===== src/rtl/x_rr_arb32_pkg.sv =====
// Shared definitions for the 32-way round-robin arbiter.
// Latency: n/a (types and constants only).
// Backpressure: n/a.
package x_rr_arb32_pkg;

    localparam int N_REQ  = 32;
    localparam int ID_W   = 5;
    localparam int HCNT_W = 8;

    typedef enum logic [1:0] {
        ST_IDLE  = 2'b00,
        ST_GRANT = 2'b01,
        ST_GAP   = 2'b10
    } state_t;

    function automatic logic [N_REQ-1:0] id2onehot(input logic [ID_W-1:0] id);
        return {{(N_REQ-1){1'b0}}, 1'b1} << id;
    endfunction

endpackage


===== src/rtl/x_rr_arb32_if.sv =====
// Arbiter handshake bundle: request side in, grant side out.
// Latency: n/a (wiring only).
// Backpressure: none; owner signals completion with rel, ce freezes the arbiter.
// Signals: ce (clock enable), req[31:0], rel (owner release), gnt[31:0],
//          gnt_vld, gnt_id[4:0], any_req (combinational OR of req).
interface x_rr_arb32_if;
    import x_rr_arb32_pkg::*;

    logic             ce;
    logic [N_REQ-1:0] req;
    logic             rel;
    logic [N_REQ-1:0] gnt;
    logic             gnt_vld;
    logic [ID_W-1:0]  gnt_id;
    logic             any_req;

    modport master (output ce, req, rel, input gnt, gnt_vld, gnt_id, any_req);
    modport slave  (input ce, req, rel, output gnt, gnt_vld, gnt_id, any_req);
endinterface


===== src/rtl/x_rr_pick32.sv =====
// Round-robin winner select: first set request after i_last, modulo 32.
// Latency: purely combinational.
// Backpressure: none.
// Ports: i_req[31:0] requests, i_last[4:0] last owner, o_win_id[4:0] winner,
//        o_any OR of all requests (o_win_id is don't-care when o_any is low).
import x_rr_arb32_pkg::*;

module x_rr_pick32 (
    input  logic [N_REQ-1:0] i_req,
    input  logic [ID_W-1:0]  i_last,
    output logic [ID_W-1:0]  o_win_id,
    output logic             o_any
);

    logic [ID_W:0]      w_sh;
    logic [N_REQ-1:0]   w_rot;
    logic [ID_W-1:0]    w_off;

    // Rotate so that index last+1 lands on bit 0; shift of 32 is legal
    // because the doubled vector keeps the wrapped copy.
    assign w_sh  = {1'b0, i_last} + 6'd1;
    assign w_rot = N_REQ'({i_req, i_req} >> w_sh);

    // Lowest set bit of the rotated vector is the nearest requester.
    always_comb begin
        w_off = '0;
        for (int i = N_REQ - 1; i >= 0; i--) begin
            if (w_rot[i]) w_off = ID_W'(i);
        end
    end

    // 5-bit addition wraps 31 -> 0 naturally.
    assign o_win_id = i_last + 5'd1 + w_off;
    assign o_any    = |i_req;

endmodule


===== src/rtl/x_rr_arb32.sv =====
// Registered 32-way round-robin arbiter with hold limit and one-cycle turnaround gap.
// Latency: request to grant 1 cycle from idle; grant end clears gnt at the sampling edge.
// Backpressure: owner holds until req drop, rel or HOLD_MAX cycles; ce low freezes everything.
// Ports: i_clk, i_rst (async active-high), arb (slave side of x_rr_arb32_if).
import x_rr_arb32_pkg::*;

module x_rr_arb32 #(
    parameter int unsigned HOLD_MAX = 16
) (
    input  logic         i_clk,
    input  logic         i_rst,
    x_rr_arb32_if.slave  arb
);

    // Extra bit so a saturated counter (255) plus one never aliases a limit.
    localparam logic [HCNT_W:0] HOLD_LIM = (HCNT_W+1)'(HOLD_MAX);

    state_t             r_state,   w_state_nxt;
    logic [HCNT_W-1:0]  r_hcnt,    w_hcnt_nxt;
    logic [ID_W-1:0]    r_last,    w_last_nxt;
    logic [N_REQ-1:0]   r_gnt,     w_gnt_nxt;
    logic               r_gnt_vld, w_gnt_vld_nxt;
    logic [ID_W-1:0]    r_gnt_id,  w_gnt_id_nxt;

    logic [ID_W-1:0]    w_win_id;
    logic               w_any;
    logic               w_hold_hit;
    logic               w_take;

    x_rr_pick32 u_pick (
        .i_req    (arb.req),
        .i_last   (r_last),
        .o_win_id (w_win_id),
        .o_any    (w_any)
    );

    assign w_hold_hit = (HOLD_MAX != 0) &&
                        (({1'b0, r_hcnt} + (HCNT_W+1)'(1)) == HOLD_LIM);

    always_comb begin
        w_state_nxt   = r_state;
        w_hcnt_nxt    = r_hcnt;
        w_last_nxt    = r_last;
        w_gnt_nxt     = r_gnt;
        w_gnt_vld_nxt = r_gnt_vld;
        w_gnt_id_nxt  = r_gnt_id;
        w_take        = 1'b0;

        case (r_state)
            ST_IDLE: w_take = w_any;
            ST_GRANT: begin
                if (!arb.req[r_gnt_id] || arb.rel || w_hold_hit) begin
                    w_state_nxt   = ST_GAP;
                    w_gnt_nxt     = '0;
                    w_gnt_vld_nxt = 1'b0;
                    w_gnt_id_nxt  = '0;
                end else if (r_hcnt != '1) begin
                    w_hcnt_nxt = r_hcnt + 1'b1;
                end
            end
            ST_GAP: begin
                w_take      = w_any;
                w_state_nxt = ST_IDLE;
            end
            default: w_state_nxt = ST_IDLE;
        endcase

        if (w_take) begin
            w_state_nxt   = ST_GRANT;
            w_hcnt_nxt    = '0;
            w_last_nxt    = w_win_id;
            w_gnt_nxt     = id2onehot(w_win_id);
            w_gnt_vld_nxt = 1'b1;
            w_gnt_id_nxt  = w_win_id;
        end
    end

    always_ff @(posedge i_clk or posedge i_rst) begin
        if (i_rst) begin
            r_state   <= ST_IDLE;
            r_hcnt    <= '0;
            r_last    <= ID_W'(N_REQ - 1);
            r_gnt     <= '0;
            r_gnt_vld <= 1'b0;
            r_gnt_id  <= '0;
        end else if (arb.ce) begin
            r_state   <= w_state_nxt;
            r_hcnt    <= w_hcnt_nxt;
            r_last    <= w_last_nxt;
            r_gnt     <= w_gnt_nxt;
            r_gnt_vld <= w_gnt_vld_nxt;
            r_gnt_id  <= w_gnt_id_nxt;
        end
    end

    assign arb.gnt     = r_gnt;
    assign arb.gnt_vld = r_gnt_vld;
    assign arb.gnt_id  = r_gnt_id;
    assign arb.any_req = w_any;

endmodule


===== src/flat_wrapper.sv =====
// flat-port wrapper written by rule: the top's interface ports become plain ports
module x_rr_arb32_flat 
#(
    parameter int unsigned HOLD_MAX = 16
)
  (i_clk, i_rst, arb_ce, arb_req, arb_rel, arb_gnt, arb_gnt_vld, arb_gnt_id, arb_any_req);
  x_rr_arb32_if arb_i ();
  input  logic i_clk;
  input  logic i_rst;
  input wire logic [$bits(arb_i.ce)-1:0] arb_ce;
  input wire logic [$bits(arb_i.req)-1:0] arb_req;
  input wire logic [$bits(arb_i.rel)-1:0] arb_rel;
  output wire logic [$bits(arb_i.gnt)-1:0] arb_gnt;
  output wire logic [$bits(arb_i.gnt_vld)-1:0] arb_gnt_vld;
  output wire logic [$bits(arb_i.gnt_id)-1:0] arb_gnt_id;
  output wire logic [$bits(arb_i.any_req)-1:0] arb_any_req;
  assign arb_i.ce = arb_ce;
  assign arb_i.req = arb_req;
  assign arb_i.rel = arb_rel;
  assign arb_gnt = arb_i.gnt;
  assign arb_gnt_vld = arb_i.gnt_vld;
  assign arb_gnt_id = arb_i.gnt_id;
  assign arb_any_req = arb_i.any_req;
  x_rr_arb32 #(.HOLD_MAX(HOLD_MAX)) u_core (.i_clk(i_clk), .i_rst(i_rst), .arb(arb_i));
endmodule

===== config.mk =====
export PLATFORM = sky130hd
export DESIGN_NAME = x_rr_arb32_flat
export DESIGN_NICKNAME = d
export VERILOG_FILES = /design/src/rtl/x_rr_arb32_pkg.sv /design/src/rtl/x_rr_arb32_if.sv /design/src/rtl/x_rr_pick32.sv /design/src/rtl/x_rr_arb32.sv /design/src/flat_wrapper.sv
export SDC_FILE = /design/constraint.sdc
export NUM_CORES = 1
export LEC_CHECK = 0
export ABC_AREA = 0
export ABC_CLOCK_PERIOD_IN_PS = 14510
export CORE_MARGIN = 2
export CORE_UTILIZATION = 45
export DETAILED_ROUTE_END_ITERATION = 12
export PLACE_DENSITY = 0.63
export SLEW_MARGIN = 10
export SYNTH_ARGS = -nofsm -noshare
export SYNTH_HDL_FRONTEND = slang
export SYNTH_SLANG_ARGS = --single-unit

===== constraint.sdc =====
create_clock -name i_clk -period 14.51 [get_ports i_clk]
set_input_delay 2.902 -clock i_clk [delete_from_list [all_inputs] [get_ports i_clk]]
set_output_delay 2.902 -clock i_clk [all_outputs]
set_load 0.01 [all_outputs]

==> results.json <==
{
  "switching_share_pct": 50.21,
  "fmax_mhz": 127.5,
  "final_cell_mix": "mux4_2, clkdlybuf4s50_1, nand2_1, dfrtp_1, o21ai_0",
  "synth_mux_area_share_pct": 40.10,
  "ant_nets": 0,
  "areaGrowthSynthToFinish_pct": 15.93,
  "final_nets": 624,
  "yosysTopAreaCellShare_pct": 31.74,
  "synth_edf_count": 0,
  "grt_pass1_wl_um": 28590,
  "slew_headroom_pct": 35.29,
  "detail_route.wirelength_um": 17800,
  "crit_fanout": 9,
  "postCtsSetupBuffers": 0,
  "cts_tree": "done",
  "seq_power_share_pct": 15.7,
  "pre_cts_ws_ps": 6455,
  "synth-compound-area-share_pct": 15.76,
  "power.density_nw_per_um2": 259.1,
  "synth_top_family_by_area": "multiplexers",
  "htree_levels": 2,
  "clkPwrFrac_pct": 6.7,
  "core_sq_um": 12620,
  "final_util_pct": 53.46,
  "synth-xor-area-share_pct": 0.8815,
  "clockBufferDepth": 2,
  "ioPinCount": 75,
  "grt_pass1_vias": 4954,
  "total_power_mw": 1.748,
  "initial_utilization_pct": 46.11,
  "p_leak_nw": 2.421,
  "synth_warnings": 0,
  "setup_slack_ps": 6668,
  "worst_pin_slew_ps": 963.2,
  "grt_overflow": 0,
  "die_h_um": 117.7,
  "vias": 5249,
  "via_per_inst": 6.952,
  "hold_path_class": "reg2reg",
  "final_cell_area_sq_um": 6746,
  "synth_area_leaders": "mux4_2, dfrtp_1, mux2_2",
  "diodes": 0,
  "drc": 0,
  "wl_per_cell_um": 23.58,
  "async_flop_share_pct": 100.0,
  "cts_buffers": 5,
  "cp.arrival_ps": 8070,
  "fill_cells": 1153,
  "seq_area_frac_synth_pct": 22.90,
  "syn-cell-area_sq_um": 5819,
  "synth_seq_cells": 53,
  "vdd_drop_max_mv": 0.1167,
  "hpwl_um": 12980,
  "clock_latency_ps": 290,
  "cts_sinks": 53,
  "tns_ps": 0,
  "syn_avg_cell_area_sq_um": 10.78,
  "skew_ps": 5.920,
  "switchingPower_uw": 877.6,
  "yosys.area.top_type": "mux4_2",
  "setup_viol": 0,
  "synthAdderAreaFrac_pct": 1.419,
  "ys_types": 62,
  "critPathCaptureType": "flop",
  "drive_above_1_share_pct": 24.53,
  "grt_max_degree": 54,
  "antenna_found_initial": 0,
  "die_area_sq_um": 13860,
  "syn-num-nets": 582,
  "root_buffer": "clkbuf_16",
  "cp-start-kind": "input pin",
  "io_buffers": 74,
  "ctsResizeCount": 0,
  "synth_top_flop_cell": "dfrtp_1",
  "final_common_cell": "mux4_2",
  "crit_type": "in2reg",
  "gp_congestion": 0.9941,
  "die_x_um": 117.7,
  "synthSimpleGateAreaFrac_pct": 14.66,
  "fin_crit_ps": 7842,
  "outcome": "completed",
  "grt_use_total_pct": 25.80,
  "clkTransAtPathRegs_ps": 70,
  "power_frac_comb_pct": 77.6,
  "rsz0062_at_grt": "false",
  "hold_violations": 0,
  "rows": 41,
  "min_period_over_period_pct": 54.04,
  "post_synth_inst_count": 540,
  "place_area_sq_um": 6601,
  "drv_cap": 0,
  "cts_hold_buffers": 0,
  "crit_required_ps": 14740,
  "slew_viol_final": 0,
  "first_iter_violations": 487,
  "dr.pass1.iters": 5,
  "r2r_slack_ps": 8820,
  "p_int_uw": 870.3
}
metrics by stage:
stage / hold WS (ps) / cells
global placement: 466.1 / 747
floorplan: 466.7 / 540
CTS: 490.2 / 755
finish: 479.5 / 755
global route: 499.0 / 755
detailed placement: 469.7 / 747
flip-flops by register name, summed over array words and instances (netlist names):
name,flops
u_core.r_last,5
u_core.arb.gnt,32
u_core.r_hcnt,8
u_core.arb.gnt_id,5
u_core.arb.gnt_vld,1
u_core.r_state,2
metal layers:
metal | GRT usage (%) | vias up | wire, um
met5 | 0 | - | 0
met4 | 7.681 | 0 | 540
met3 | 5.523 | 48 | 1692
met2 | 38.01 | 327 | 8042
met1 | 38.27 | 2610 | 7529
li1 | - | 2264 | -
logic make-up (layout without fill, tap and decap cells):
family	after synthesis	after routing
DFF	53	53
and+or+nand+nor	164	164
xor gates and xnor gates	5	5
AOI/OAI and AO/OA	130	130
adders and majority gates	6	6
muxes	127	127
buffers and inverters	55	98
Yosys cell counts (5+ instances only):
cell	count
mux2_2	29
nand4_1	5
nand2_1	53
a21o_1	6
nor3_1	6
a32o_1	17
buf_2	10
mux4_2	82
ha_1	5
and2_1	9
inv_1	10
buf_1	10
o22ai_1	6
a22o_1	7
nor4_1	9
dfstp_2	5
a21oi_1	18
clkbuf_1	19
o21ai_0	37
nand2b_1	10
mux2i_1	16
nor2b_1	8
dfrtp_1	48
nor2_1	21
and3_1	5
nand3_1	20
power by group through the flow:
stage               clock network (mW)  logic (mW)  registers, mW
CTS                              0.120        1.34          0.275
floorplan                            0        1.01          0.248
finish                           0.118        1.36          0.275
global placement                     0        1.32          0.276
global route                     0.126        1.47          0.286
detailed placement                   0        1.33          0.277
worst paths after layout:
kind / start / end / cells past startpoint
worst min register to register: u_core.arb.gnt[0] / u_core.arb.gnt[0] / 2
worst max-delay path: arb_req[10] / u_core.arb.gnt[16] / 14
worst min-delay path: u_core.arb.gnt[0] / u_core.arb.gnt[0] / 2
max in group asynchronous: i_rst / u_core.arb.gnt[10] / 2
min in group asynchronous: i_rst / u_core.arb.gnt[30] / 2
worst max register to register: u_core.r_last[2] / u_core.arb.gnt[16] / 14
critical path: stages:
cell,delay (ps)
clkdlybuf4s50_1,680
mux4_2,580
mux4_2,500
mux2i_1,330
and3_1,260
nand3b_1,100
or4_1,480
a21oi_1,120
o21ai_0,130
ha_1,230
fa_1,440
xnor2_1,260
nor3_1,780
a32o_1,280
final cells by class:
class / count / area [sq um] / share of cell area [%]
Timing Repair Buffer: 78 / 770.7 / 11.42
Tap cell: 172 / 215.2 / 3.190
Clock inverter: 3 / 17.52 / 0.2596
Sequential cell: 53 / 1333 / 19.75
Clock buffer: 5 / 125.1 / 1.855
Inverter: 12 / 46.29 / 0.6862
Multi-Input combinational cell: 432 / 4239 / 62.83
(Power assumes the default switching activity.)
